File: src/rtl/hc138_scan_ctrl.sv
// hc138_scan_ctrl: scan sequencer for a 74HC138 3-to-8 decoder.
// Steps a slot index through DIGITS slots of DIV cycles each, blanking the
// decoder for the first BLANK cycles of every slot to hide ghosting.
// Optional feature macro: HC138_MASK_EN adds the Mask port for per-slot gating.
//
//   state | meaning
//   IDLE  | decoder disabled, Sel=0, idx=0, cnt=0
//   SCAN  | stepping slots, Sel=idx, drive after the blanking window
module hc138_scan_ctrl #(
  parameter int DIV    = 4,
  parameter int BLANK  = 1,
  parameter int DIGITS = 8
) (
  input  logic       Clk,
  input  logic       Rst,
  input  logic       Run,
`ifdef HC138_MASK_EN
  input  logic [7:0] Mask,
`endif
  output logic [2:0] Sel,
  output logic       E1,
  output logic       E2,
  output logic       E3,
  output logic       FrameDone
);

  localparam int CW = $clog2(DIV);
  localparam logic [CW-1:0] CNT_LAST = CW'(DIV - 1);
  localparam logic [2:0]    IDX_LAST = 3'(DIGITS - 1);

  typedef enum logic {IDLE, SCAN} state_t;

  state_t        state_q, state_d;
  logic [2:0]    idx_q, idx_d;
  logic [CW-1:0] cnt_q, cnt_d;
  logic          drive_q, drive_d;
  logic          fd_q, fd_d;
  logic [7:0]    slot_mask;
  logic          past_blank;

`ifdef HC138_MASK_EN
  assign slot_mask = Mask;
`else
  assign slot_mask = 8'hFF;
`endif

  // Next slot position plus the output values for that position, so that the
  // output flops always line up with idx_q/cnt_q.
  always_comb begin
    state_d = state_q;
    idx_d   = idx_q;
    cnt_d   = cnt_q;
    if (!Run) begin
      state_d = IDLE;
      idx_d   = '0;
      cnt_d   = '0;
    end else if (state_q == IDLE) begin
      state_d = SCAN;
      idx_d   = '0;
      cnt_d   = '0;
    end else if (cnt_q == CNT_LAST) begin
      cnt_d = '0;
      idx_d = (idx_q == IDX_LAST) ? 3'd0 : idx_q + 3'd1;
    end else begin
      cnt_d = cnt_q + CW'(1);
    end

    // cnt >= BLANK written as cnt+1 > BLANK so BLANK=0 is not a constant-true compare
    past_blank = (32'(cnt_d) + 32'd1) > 32'(BLANK);
    drive_d    = (state_d == SCAN) && past_blank && slot_mask[idx_d];
    fd_d       = (state_d == SCAN) && (idx_d == IDX_LAST) && (cnt_d == CNT_LAST);
  end

  // State and output registers with synchronous reset.
  always_ff @(posedge Clk) begin
    if (Rst) begin
      state_q <= IDLE;
      idx_q   <= '0;
      cnt_q   <= '0;
      drive_q <= 1'b0;
      fd_q    <= 1'b0;
    end else begin
      state_q <= state_d;
      idx_q   <= idx_d;
      cnt_q   <= cnt_d;
      drive_q <= drive_d;
      fd_q    <= fd_d;
    end
  end

  assign Sel       = idx_q;
  assign E3        = drive_q;
  assign E1        = ~drive_q;
  assign E2        = ~drive_q;
  assign FrameDone = fd_q;

endmodule

File: config.mk
export PLATFORM = sky130hd
export DESIGN_NAME = hc138_scan_ctrl
export DESIGN_NICKNAME = d
export VERILOG_FILES = /design/src/rtl/hc138_scan_ctrl.sv
export SDC_FILE = /design/constraint.sdc
export NUM_CORES = 1
export LEC_CHECK = 0
export CAP_MARGIN = 15
export CORE_AREA = 2 2 39 41
export DETAILED_ROUTE_END_ITERATION = 6
export DIE_AREA = 0 0 41 43
export HOLD_SLACK_MARGIN = 0.15
export SLEW_MARGIN = 10
export SYNTH_ARGS = -nofsm -noshare
export SYNTH_HDL_FRONTEND = slang
export SYNTH_SLANG_ARGS = --single-unit
File: constraint.sdc
create_clock -name Clk -period 1.7 [get_ports Clk]
set_input_delay 0.17 -clock Clk [delete_from_list [all_inputs] [get_ports Clk]]
set_output_delay 0.17 -clock Clk [all_outputs]
set_load 0.05 [all_outputs]
==> run_results.csv, run 1 <==
group,metric,value,unit
clocking,ctsResizeCount,0,
drt,vias_per_cell,4.18,
floorplan,die_w,41,microns
timing,tns,0,ns
global_routing,grt_antenna_before_repair,0,
clocking,htree_num_levels,1,
drt,drc,0,
clocking,cts-root-buf,"clkbuf_4",
global_routing,grt_use_total,0.0727,
drt,drt-initial-drc-count,2,
synth,synth-seq-area-share,0.502,
layout,final_common_cell,"dfxtp_1",
layout,diodes,0,
timing,hold_viol,0,
place,hpwl,368,microns
clocking,hold_buffers,0,
global_routing,grt_max_degree,8,
timing,fin_crit,1.60,ns
floorplan,fp-row-count,14,
timing,tightest_slew,0.493,ns
worst_setup_path,required,1.53,ns
global_routing,grt-ovfl-total,0,
worst_setup_path,path_cells,"clkdlybuf4s50_1",
worst_setup_path,cpMaxStageDelayCell,"clkdlybuf4s50_1",
run,cap_violations,0,
layout,nNetsFinal,48,
floorplan,die_area,1760,sq um
synth,yosysUniqueCellTypes,15,
global_routing,grt_pass1_vias,182,
status,status,"complete, no violations",
clocking,cts_setup_buffers,0,
clocking,cts_buffer_depth,2,
place,dp_cells,53,
floorplan,core_area,1380,sq um
layout,drive_above_1_share,0.175,
place,io_buffers,9,
synth,yosys_warnings,0,
drt,num_vias,234,
floorplan,start_util,0.231,
layout,multiInputGateArea,144,sq um
timing,fmax,626,MHz
clocking,clk_latency,0.25,ns
clocking,path_clk_slew,0.05,ns
worst_setup_path,crit_type,"flip-flop to primary output",
drt,postRouteAntennaNets,0,
layout,syn_to_final_growth,37.6,%
worst_setup_path,cpPeakStageDelay,0.82,ns
clocking,cts-buffers-inserted,3,
timing,slew_headroom,0.671,
synth,synth_area_per_cell,11.0,sq um
global_routing,grt_pass1_wl,772,microns
layout,layout_common_cells,"dfxtp_1 (8), clkdlybuf4s50_1 (7), nor2_1 (4)",
synth,syn_nets,35,
pwr,max-vdd-ir-drop,0.417,mV
worst_setup_path,cp.arrival,1.43,ns
synth,ys_ff_latch,8,
clocking,cts_sinks,8,
timing,drv_slew,0,
place,gp_congestion,0.661,
timing,finClkSkew,0.00237,ns
floorplan,fp.dieH,43,microns
synth,synthCells,29,
layout,area.sequential,160,sq um
synth,syn_area,319,sq um
layout,fill_cells,156,
drt,drt-pass1-iter-count,2,
floorplan,ios,10,
worst_setup_path,path_buf_inv,1,
worst_setup_path,crit_family,"buffers and inverters",
worst_setup_path,crit_path_start_kind,"flip-flop",
worst_setup_path,path_max_fanout,4,
hold_path,hold_path_class,"flip-flop to flip-flop",
drt,wire_per_inst,8.86,microns
clocking,cts_tree,"yes",
drt,routed_wl,496,microns
pwr,p_per_area,805,nW/um^2
timing,post-route-period-util,0.940,
worst_setup_path,worstSetupEndpointType,"primary output",
timing,rsz0062_at_grt,"false",
timing,finalSetupViolCount,0,
pwr,p_leak,0.173,nW
layout,final-instance-count-excl-fill,56,
-- stage by stage --
stage / cell area, sq um / utilization / hold slack (ns) / power (mW) / setup slack, ns
2_1_floorplan: 319 / - / 0.242 / 0.208 / 0.249
3_3_place_gp: 417 / 0.301 / 0.455 / 0.217 / 0.381
3_5_place_dp: 417 / 0.301 / 0.451 / 0.217 / 0.364
4_1_cts: 439 / 0.317 / 0.461 / 0.362 / 0.0860
5_1_grt: 439 / 0.317 / 0.496 / 0.375 / 0.0617
6_report: 439 / 0.317 / 0.461 / 0.354 / 0.102
-- synth_stat cells, drive strengths merged --
library cell | number | area (sq um)
dfxtp | 8 | 160
nor2 | 4 | 15.0
ha | 3 | 37.5
inv | 2 | 7.51
mux2i | 2 | 20.0
a21oi | 1 | 8.76
and4 | 1 | 8.76
buf | 1 | 7.51
nand2b | 1 | 6.26
nand3b | 1 | 7.51
nor2b | 1 | 6.26
nor3 | 1 | 5.00
nor4bb | 1 | 10.0
o21ba | 1 | 10.0
or3b | 1 | 8.76
-- flip-flops by register name (all words and copies together) (netlist names) --
| signal | flops |
|---|---|
| state_q | 1 |
| FrameDone | 1 |
| cnt_q | 2 |
| E3 | 1 |
| Sel | 3 |
-- power breakdown --
| part | switching (mW) | internal [mW] | total [mW] |
|---|---|---|---|
| sequential | 0.00131 | 0.190 | 0.192 |
| clock | 0.0601 | 0.0805 | 0.141 |
| combinational | 0.0113 | 0.00980 | 0.0211 |
-- kinds of logic (layout without fill, tap and decap cells) --
| kind of cell | Yosys count | in the layout | synth area share |
|---|---|---|---|
| muxes | 2 | 2 | 0.0627 |
| adders and majority gates | 3 | 3 | 0.118 |
| buffers and inverters | 3 | 14 | 0.0471 |
| DFF | 8 | 8 | 0.502 |
| AOI/OAI and AO/OA | 2 | 2 | 0.0588 |
| and+or+nand+nor | 11 | 11 | 0.212 |
-- routing by layer --
metal / up-vias / share of wire / global-route usage
li1: 122 / - / -
met1: 102 / 0.42 / 0.0820
met2: 10 / 0.43 / 0.0781
met3: 0 / 0.15 / 0.0838
met4: 0 / 0 / 0.0400
met5: - / 0 / 0
-- final timing paths --
kind                       startpoint                  end  slack (ns)  cells past startpoint
setup reg to reg    Sel[0]$_SDFF_PP0_    Sel[0]$_SDFF_PP0_        0.44                      4
hold / removal    cnt_q[0]$_SDFF_PP0_  cnt_q[0]$_SDFF_PP0_        0.46                      1
setup / recovery    Sel[1]$_SDFF_PP0_               Sel[1]        0.10                      1
hold reg to reg   cnt_q[0]$_SDFF_PP0_  cnt_q[0]$_SDFF_PP0_        0.46                      1
-- final cells by class --
type,instances,area share
repair buffers,9,0.194
well taps,16,0.0456
multi-input cells,18,0.328
flip-flops and latches,8,0.365
clock buffers,3,0.0513
inverters,2,0.0171
Note: power is estimated with default switching activity, not from simulation.
==> run 2, diff against run 1 <==
--- a/config.mk
+++ b/config.mk
@@ -6,9 +6,9 @@
 export NUM_CORES = 1
 export LEC_CHECK = 0
 export CAP_MARGIN = 15
-export CORE_AREA = 2 2 39 41
+export CORE_AREA = 4 4 41 43
 export DETAILED_ROUTE_END_ITERATION = 6
-export DIE_AREA = 0 0 41 43
+export DIE_AREA = 0 0 45 47
 export HOLD_SLACK_MARGIN = 0.15
 export SLEW_MARGIN = 10
 export SYNTH_ARGS = -nofsm -noshare
==> constraint.sdc (replaced) <==
create_clock -name Clk -period 1.6 [get_ports Clk]
set_input_delay 0.16 -clock Clk [delete_from_list [all_inputs] [get_ports Clk]]
set_output_delay 0.16 -clock Clk [all_outputs]
set_load 0.05 [all_outputs]
==> run 2 against run 1 <==
Against the previous run:
- hold slack improved by 0.0056 ns
- worst setup slack improved by 0.25 ns
- first-iteration DRC count did not move
- count of clock-buffer cells in the layout unchanged
- flip-flop and latch count unchanged
- critical endpoint is now Sel[0]$_SDFF_PP0_
- largest cell class unchanged
- largest power group unchanged
- highest routed layer unchanged
==> run_results.csv, run 2 (synthesis results as in run 1) <==
group,metric,value,unit
status,status,"complete, no violations",
floorplan,fp-row-count,13,
layout,drive_above_1_share,0.300,
worst_setup_path,cpPeakStageDelay,0.36,ns
layout,final_common_cell,"dfxtp_1",
timing,finClkSkew,0.00111,ns
worst_setup_path,crit_path_start_kind,"flip-flop",
clocking,cts_buffer_depth,2,
floorplan,die_area,2120,sq um
clocking,cts_tree,"yes",
floorplan,ios,10,
worst_setup_path,cp.arrival,1.43,ns
clocking,path_clk_slew,0.05,ns
place,hpwl,374,microns
global_routing,grt_pass1_wl,765,microns
global_routing,grt_use_total,0.0556,
drt,drt-initial-drc-count,2,
worst_setup_path,path_common_cell,"ha_1",
timing,fin_crit,1.25,ns
pwr,max-vdd-ir-drop,0.474,mV
timing,whs,0.467,ns
worst_setup_path,path_buf_inv,0,
drt,num_vias,223,
hold_path,hold_path_class,"input pin to flip-flop",
drt,vias_per_cell,4.05,
worst_setup_path,path_max_fanout,5,
pwr,p_leak,0.179,nW
layout,diodes,0,
clocking,htree_num_levels,1,
drt,drt-pass1-iter-count,2,
worst_setup_path,crit_family,"adder cells",
clocking,cts_setup_buffers,0,
layout,layout_common_cells,"dfxtp_1 (8), buf_4 (7), nor2_1 (4)",
global_routing,grt_max_degree,8,
drt,wire_per_inst,8.60,microns
worst_setup_path,path_cells,"ha_1, ha_1, or3b_1, a21oi_2",
timing,post-route-period-util,0.779,
floorplan,fp.dieH,47,microns
global_routing,grt-ovfl-total,0,
pwr,finalPower,0.374,mW
place,gp_congestion,0.645,
worst_setup_path,worstSetupEndpointType,"flip-flop",
timing,tightest_slew,0.278,ns
drt,postRouteAntennaNets,0,
layout,syn_to_final_growth,33.3,%
layout,largest_reg_flops,3,
worst_setup_path,cpMaxStageDelayCell,"or3b_1",
timing,slew_headroom,0.814,
timing,fmax,803,MHz
floorplan,die_w,45,microns
layout,fill_cells,142,
place,dpl-instance-area,403,sq um
timing,tns,0,ns
layout,multiInputGateArea,144,sq um
floorplan,start_util,0.245,
clocking,clk_latency,0.25,ns
clocking,cts-buffers-inserted,3,
clocking,hold_buffers,0,
timing,finalSetupViolCount,0,
drt,drc,0,
timing,rsz0062_at_grt,"false",
timing,drv_slew,0,
clocking,ctsResizeCount,0,
worst_setup_path,required,1.78,ns
layout,nNetsFinal,48,
global_routing,grt_pass1_vias,182,
drt,routed_wl,473,microns
global_routing,grt_antenna_before_repair,0,
pwr,p_per_area,880,nW/um^2
layout,area.sequential,160,sq um
timing,hold_viol,0,
clocking,cts-root-buf,"clkbuf_4",
clocking,cts_sinks,8,
place,io_buffers,9,
layout,stdcell_area,425,sq um
worst_setup_path,crit_type,"flip-flop to flip-flop",
run,cap_violations,0,
floorplan,core_area,1300,sq um
-- run 2: cell types whose count changed in the layout (fill, tap and decap cells not counted) --
| cell | change |
|---|---|
| clkdlybuf4s50_1 | -5 |
| buf_4 | +5 |
-- run 2: final timing paths --
path                        from             endpoint  slack (ns)  cells after the start
max            Sel[0]$_SDFF_PP0_    Sel[0]$_SDFF_PP0_        0.35                      4
min reg2reg  cnt_q[0]$_SDFF_PP0_  cnt_q[0]$_SDFF_PP0_        0.48                      1
max reg2reg    Sel[0]$_SDFF_PP0_    Sel[0]$_SDFF_PP0_        0.35                      4
min                          Rst   state_q$_SDFF_PP0_        0.47                      2
-- run 2: layout make-up --
| class | count | share of cell area |
|---|---|---|
| timing repair buffer | 9 | 0.171 |
| inverter | 2 | 0.0176 |
| tap | 15 | 0.0441 |
| sequential | 8 | 0.376 |
| clock buffer | 3 | 0.0529 |
| multi-input combinational | 18 | 0.338 |
-- run 2: layer usage --
layer | wire length, microns | up-vias | global-route usage
li1 | - | 120 | -
met1 | 207 | 93 | 0.0600
met2 | 196 | 10 | 0.0706
met3 | 70 | 0 | 0.0613
met4 | 0 | 0 | 0.0175
met5 | 0 | - | 0
-- run 2: where the power goes --
| part | leakage [nW] | switching [mW] | total, mW | internal, mW |
|---|---|---|---|---|
| Clock | 0.0138 | 0.0636 | 0.149 | 0.0855 |
| Sequential | 0.0649 | 0.00144 | 0.204 | 0.202 |
| Combinational | 0.100 | 0.0117 | 0.0214 | 0.00964 |
| Total | 0.179 | 0.0767 | 0.374 | 0.297 |
-- run 2: worst register-to-register path, stage by stage, from the launching register on --
cell and delay [ns]:
dfxtp_1 0.34, ha_1 0.21, ha_1 0.16, or3b_1 0.36, a21oi_2 0.11
-- run 2: metrics by stage --
stage / instances / worst slack [ns] / util
finish: 55 / 0.354 / 0.327
global route: 55 / 0.290 / 0.327
CTS: 55 / 0.343 / 0.327
detailed placement: 52 / 0.306 / 0.310
global placement: 52 / 0.274 / 0.310
floorplan: 29 / 0.149 / -
==> variant 1 (flow settings as in run 2) <==
Change the parameter `DIV` from 4 to 16.
--- a/src/rtl/hc138_scan_ctrl.sv
+++ b/src/rtl/hc138_scan_ctrl.sv
@@ -9,3 +9,3 @@
 module hc138_scan_ctrl #(
-  parameter int DIV    = 4,
+  parameter int DIV    = 16,
   parameter int BLANK  = 1,
Formal check against the unedited RTL: not equivalent (a bounded check fails within 10 cycles, from zero or initial values and one cycle with Rst high).
==> variant 1 against run 2 <==
The flow now finishes with violations (setup timing). Sequential power rose by 23%. Clock power rose by 51%. Area after synthesis rose by 59%. Combinational power rose by 100%. Wire length rose by 130%. Total power rose by 39%. Cell area rose by 81%. Sequential cell count rose by 2. Setup slack got worse by 360 ps. Maximum frequency fell by 22%. Highest routed layer is now met4.
==> variant 1: results (changes against run 2) <==
run_status:
  status: "finished, violations left"  # was finished, final reports clean
  violations: "setup timing"
placed_design:
  dp_hpwl_um: 755  # was 374 um
  gp_congestion: 0.813  # was 0.645
  pre_cts_ws_ps: -200  # was 306 ps
setup_path:
  critPathMaxFanout: 3  # was 5
  crit_start: "cnt_q[1]"  # was Sel[0]
  worstPathArrival_ps: 1770  # was 1430 ps
  r2r_end: "E3"  # was Sel[0]
  crit_path_top_delay_cell: "dfxtp_4"  # was or3b_1
cells_and_area:
  drive_above_1_share_pct: 45.5  # was 30.0%
  largest_reg_flops: 4  # was 3
  nNetsFinal: 86  # was 48
hold_path:
  hold_path_depth: 3  # was 2
  hold_path_end: "E3"  # was state_q
  min_from: "Run"  # was Rst
sta:
  hold_ws_ps: 219  # was 467 ps
  setup_slack_ps: -0.926  # was 354 ps
  finalSetupViolations: 1  # was 0
  skew_ps: 2.21  # was 1.11 ps
synth:
  yosysUniqueCellTypes: 22  # was 15
  yosysSeqAreaShare_pct: 39.4  # was 50.2%
pwr:
  p_sw_mw: 0.111  # was 0.0767 mW
  ir_worst_vdd_uv: 369  # was 474 uV
grt:
  grt_max_degree: 7  # was 8
  grt_use_total_pct: 11.6  # was 5.56%
route:
  drt-initial-drc-count: 8  # was 2
  num_vias: 455  # was 223
[variant 1: metrics by stage]
step | instance area (um^2) | TNS [ps] | std cells
6_report | 772 | -0.926 | 92
5_1_grt | 772 | -65.3 | 92
4_1_cts | 693 | 0 | 90
3_5_place_dp | 649 | -200 | 85
3_3_place_gp | 649 | -177 | 85
2_1_floorplan | 510 | 0 | 55
[variant 1: worst reg2reg max path, cell delays in order (launching register included)]
cell and delay, ps:
dfxtp_4 360, ha_4 280, nand2_4 70, ha_4 260, nor2_2 30, a31oi_1 180
a21oi_1 60, o32ai_1 270
[variant 1: metal layers]
metal / global-route usage, % / vias up / share of wire [%]
li1: - / 233 / -
met1: 12.4 / 207 / 41
met2: 19.2 / 13 / 51
met3: 6.90 / 2 / 5.7
met4: 3.51 / 0 / 1.5
met5: 0 / - / 0
[variant 1: cell families (layout without fill, tap and decap cells)]
group | Yosys count | count (layout) | synth area share [%]
flip-flops | 10 | 10 | 39.4
multiplexers | 2 | 2 | 3.94
adder cells (fa/ha/maj) | 5 | 5 | 12.3
XOR/XNOR | 1 | 1 | 1.72
buffers and inverters | 6 | 28 | 5.17
AND/OR/NAND/NOR | 22 | 22 | 25.1
AO/OA/AOI/OAI | 9 | 9 | 12.3
[variant 1: power by group through the flow]
stage	logic, mW	registers, mW	clock network [mW]
4_1_cts	0.0353	0.252	0.240
3_5_place_dp	0.0352	0.258	0
5_1_grt	0.0468	0.251	0.261
2_1_floorplan	0.0158	0.260	0
3_3_place_gp	0.0350	0.258	0
6_report	0.0432	0.251	0.225
[variant 1: cell type report]
cell class / instances / area [um^2] / share of cell area [%]
repair buffers: 19 / 153 / 19.8
multi-input cells: 39 / 339 / 43.9
clock buffers: 4 / 36.3 / 4.70
well taps: 15 / 18.8 / 2.43
inverters: 5 / 18.8 / 2.43
flip-flops and latches: 10 / 206 / 26.7
[variant 1: how the worst max path moves through the flow]
stage / endpoint / slack [ps] / cells after the start
after global placement: E3 / -180 / 8
after CTS: E3 / 0.2 / 7
final: E3 / -0.9 / 7
after detailed placement: E3 / -200 / 9
after floorplan: E3 / 1 / 8
after global routing: E3 / -70 / 7
[variant 1: repair_timing]
item,4_1_cts,5_1_grt
gates cloned,0,0
hold buffers,0,0
setup buffers,1,2
resized for setup,0,15
pin swaps,1,6
endpoints found under the setup margin,1,1
==> variant 2 (settings of run 2) <==
Made on the original files. Register the input `Run` before use. The logic sees it one clock later.
--- a/src/rtl/hc138_scan_ctrl.sv
+++ b/src/rtl/hc138_scan_ctrl.sv
@@ -32,2 +32,8 @@
 
+  logic Run_q;
+
+  always_ff @(posedge Clk) begin
+    Run_q <= Run;
+  end
+
   state_t        state_q, state_d;
@@ -52,3 +58,3 @@
     cnt_d   = cnt_q;
-    if (!Run) begin
+    if (!Run_q) begin
       state_d = IDLE;
Check against the original RTL: not equivalent (Yosys sat finds a counterexample within 4 cycles, from zero or initial values and one cycle with Rst high).
==> variant 2 against run 2 <==
Area after synthesis grew 6.3%. Sequential cell count is 1 higher. Setup slack worse by 46 ps. Wire length grew 20%. Cell count is 1.8% higher. Total power grew 12%. Cell area rose by 5.6%. Maximum frequency fell by 3.6%. Largest power group unchanged. Highest routed layer is now met4.
==> variant 2: results (changes against run 2) <==
route:
  num_vias: 242  # was 223
  viasPerCell: 4.32  # was 4.05
  drt-initial-drc-count: 2  # unchanged
  wl_per_cell_um: 10.1  # was 8.60 um
setup_path:
  critPathKind: "register to register"  # unchanged
  r2r_setup_slack_ps: 310  # was 350 ps
  worstPathArrival_ps: 1480  # was 1430 ps
pwr:
  sequentialPowerShare_pct: 54.9  # was 54.5%
  swShare_pct: 20.4  # was 20.5%
  ir_worst_vdd_uv: 531  # was 474 uV
  power_leakage_nw: 0.190  # was 0.179 nW
  p_per_area_nw_per_um2: 934  # was 880 nW/um^2
grt:
  grt_pass1_wl_um: 993  # was 765 um
  grt_use_total_pct: 7.30  # was 5.56%
  grt_max_degree: 7  # was 8
synth:
  syn-instance-count: 29  # unchanged
  synth_common_cells: "dfxtp_1, ha_1, nor2_1, mux2i_1"  # was dfxtp_1, nor2_1, ha_1, inv_1, mux2i_1
  yosysTopAreaCellShare_pct: 53.1  # was 50.2%
  synthTopCellsByArea: "dfxtp_1, ha_1, mux2i_1, nor4b_2, nor2_1"  # was dfxtp_1, ha_1, mux2i_1, nor2_1, nor4bb_1
  synth_compound_area_share_pct: 5.54  # was 5.88%
  synth.mux.area_fraction_pct: 5.90  # was 6.27%
  synthAdderAreaFrac_pct: 11.1  # was 11.8%
  yosysSeqAreaShare_pct: 53.1  # was 50.2%
cells_and_area:
  drive_above_1_share_pct: 31.7  # was 30.0%
  fillers: 139  # was 142
run_status:
  status: "finished, final reports clean"  # unchanged
sta:
  skew_ps: 3.35  # was 1.11 ps
  hold_ws_ps: 348  # was 467 ps
  setup_slack_ps: 308  # was 354 ps
placed_design:
  pre_cts_ws_ps: 317  # was 306 ps
  dp_hpwl_um: 459  # was 374 um
  place_area_um2: 423  # was 403 um^2
  gp_congestion: 0.692  # was 0.645
clock_tree:
  worstSkewPairLatency_ps: 260
  clkTransAtPathRegs_ps: 60
  h-tree-depth: 1  # unchanged
hold_path:
  hold_path_depth: 1  # was 2
## variant 2: worst min path at each step
stage | to | start
after floorplan | Run_q | Run
after global placement | cnt_q[0] | cnt_q[0]
after detailed placement | cnt_q[0] | cnt_q[0]
after CTS | Run_q | Run
after global routing | Run_q | Run
final | Run_q | Run
## variant 2: layout make-up
| type | instances | area, um^2 | area share, % |
|---|---|---|---|
| sequential | 9 | 180 | 40.1 |
| multi-input combinational | 18 | 148 | 32.9 |
| timing repair buffer | 9 | 72.6 | 16.2 |
| clock buffer | 4 | 26.3 | 5.85 |
| tap | 15 | 18.8 | 4.18 |
| inverter | 1 | 3.75 | 0.836 |
## variant 2: critical path: cells and delay by family (launching register included)
kind	cells	cell delay [ps]
AND/OR/NAND/NOR	1	360
flip-flops	1	350
adder cells (fa/ha/maj)	2	380
AO/OA/AOI/OAI	1	130
## variant 2: metal layers
metal	GRT usage (%)	vias up	wire (um)
met4	5.26	0	9
met3	5.75	2	60
met2	10.5	8	281
met5	0	-	0
met1	7.14	109	214
li1	-	123	-
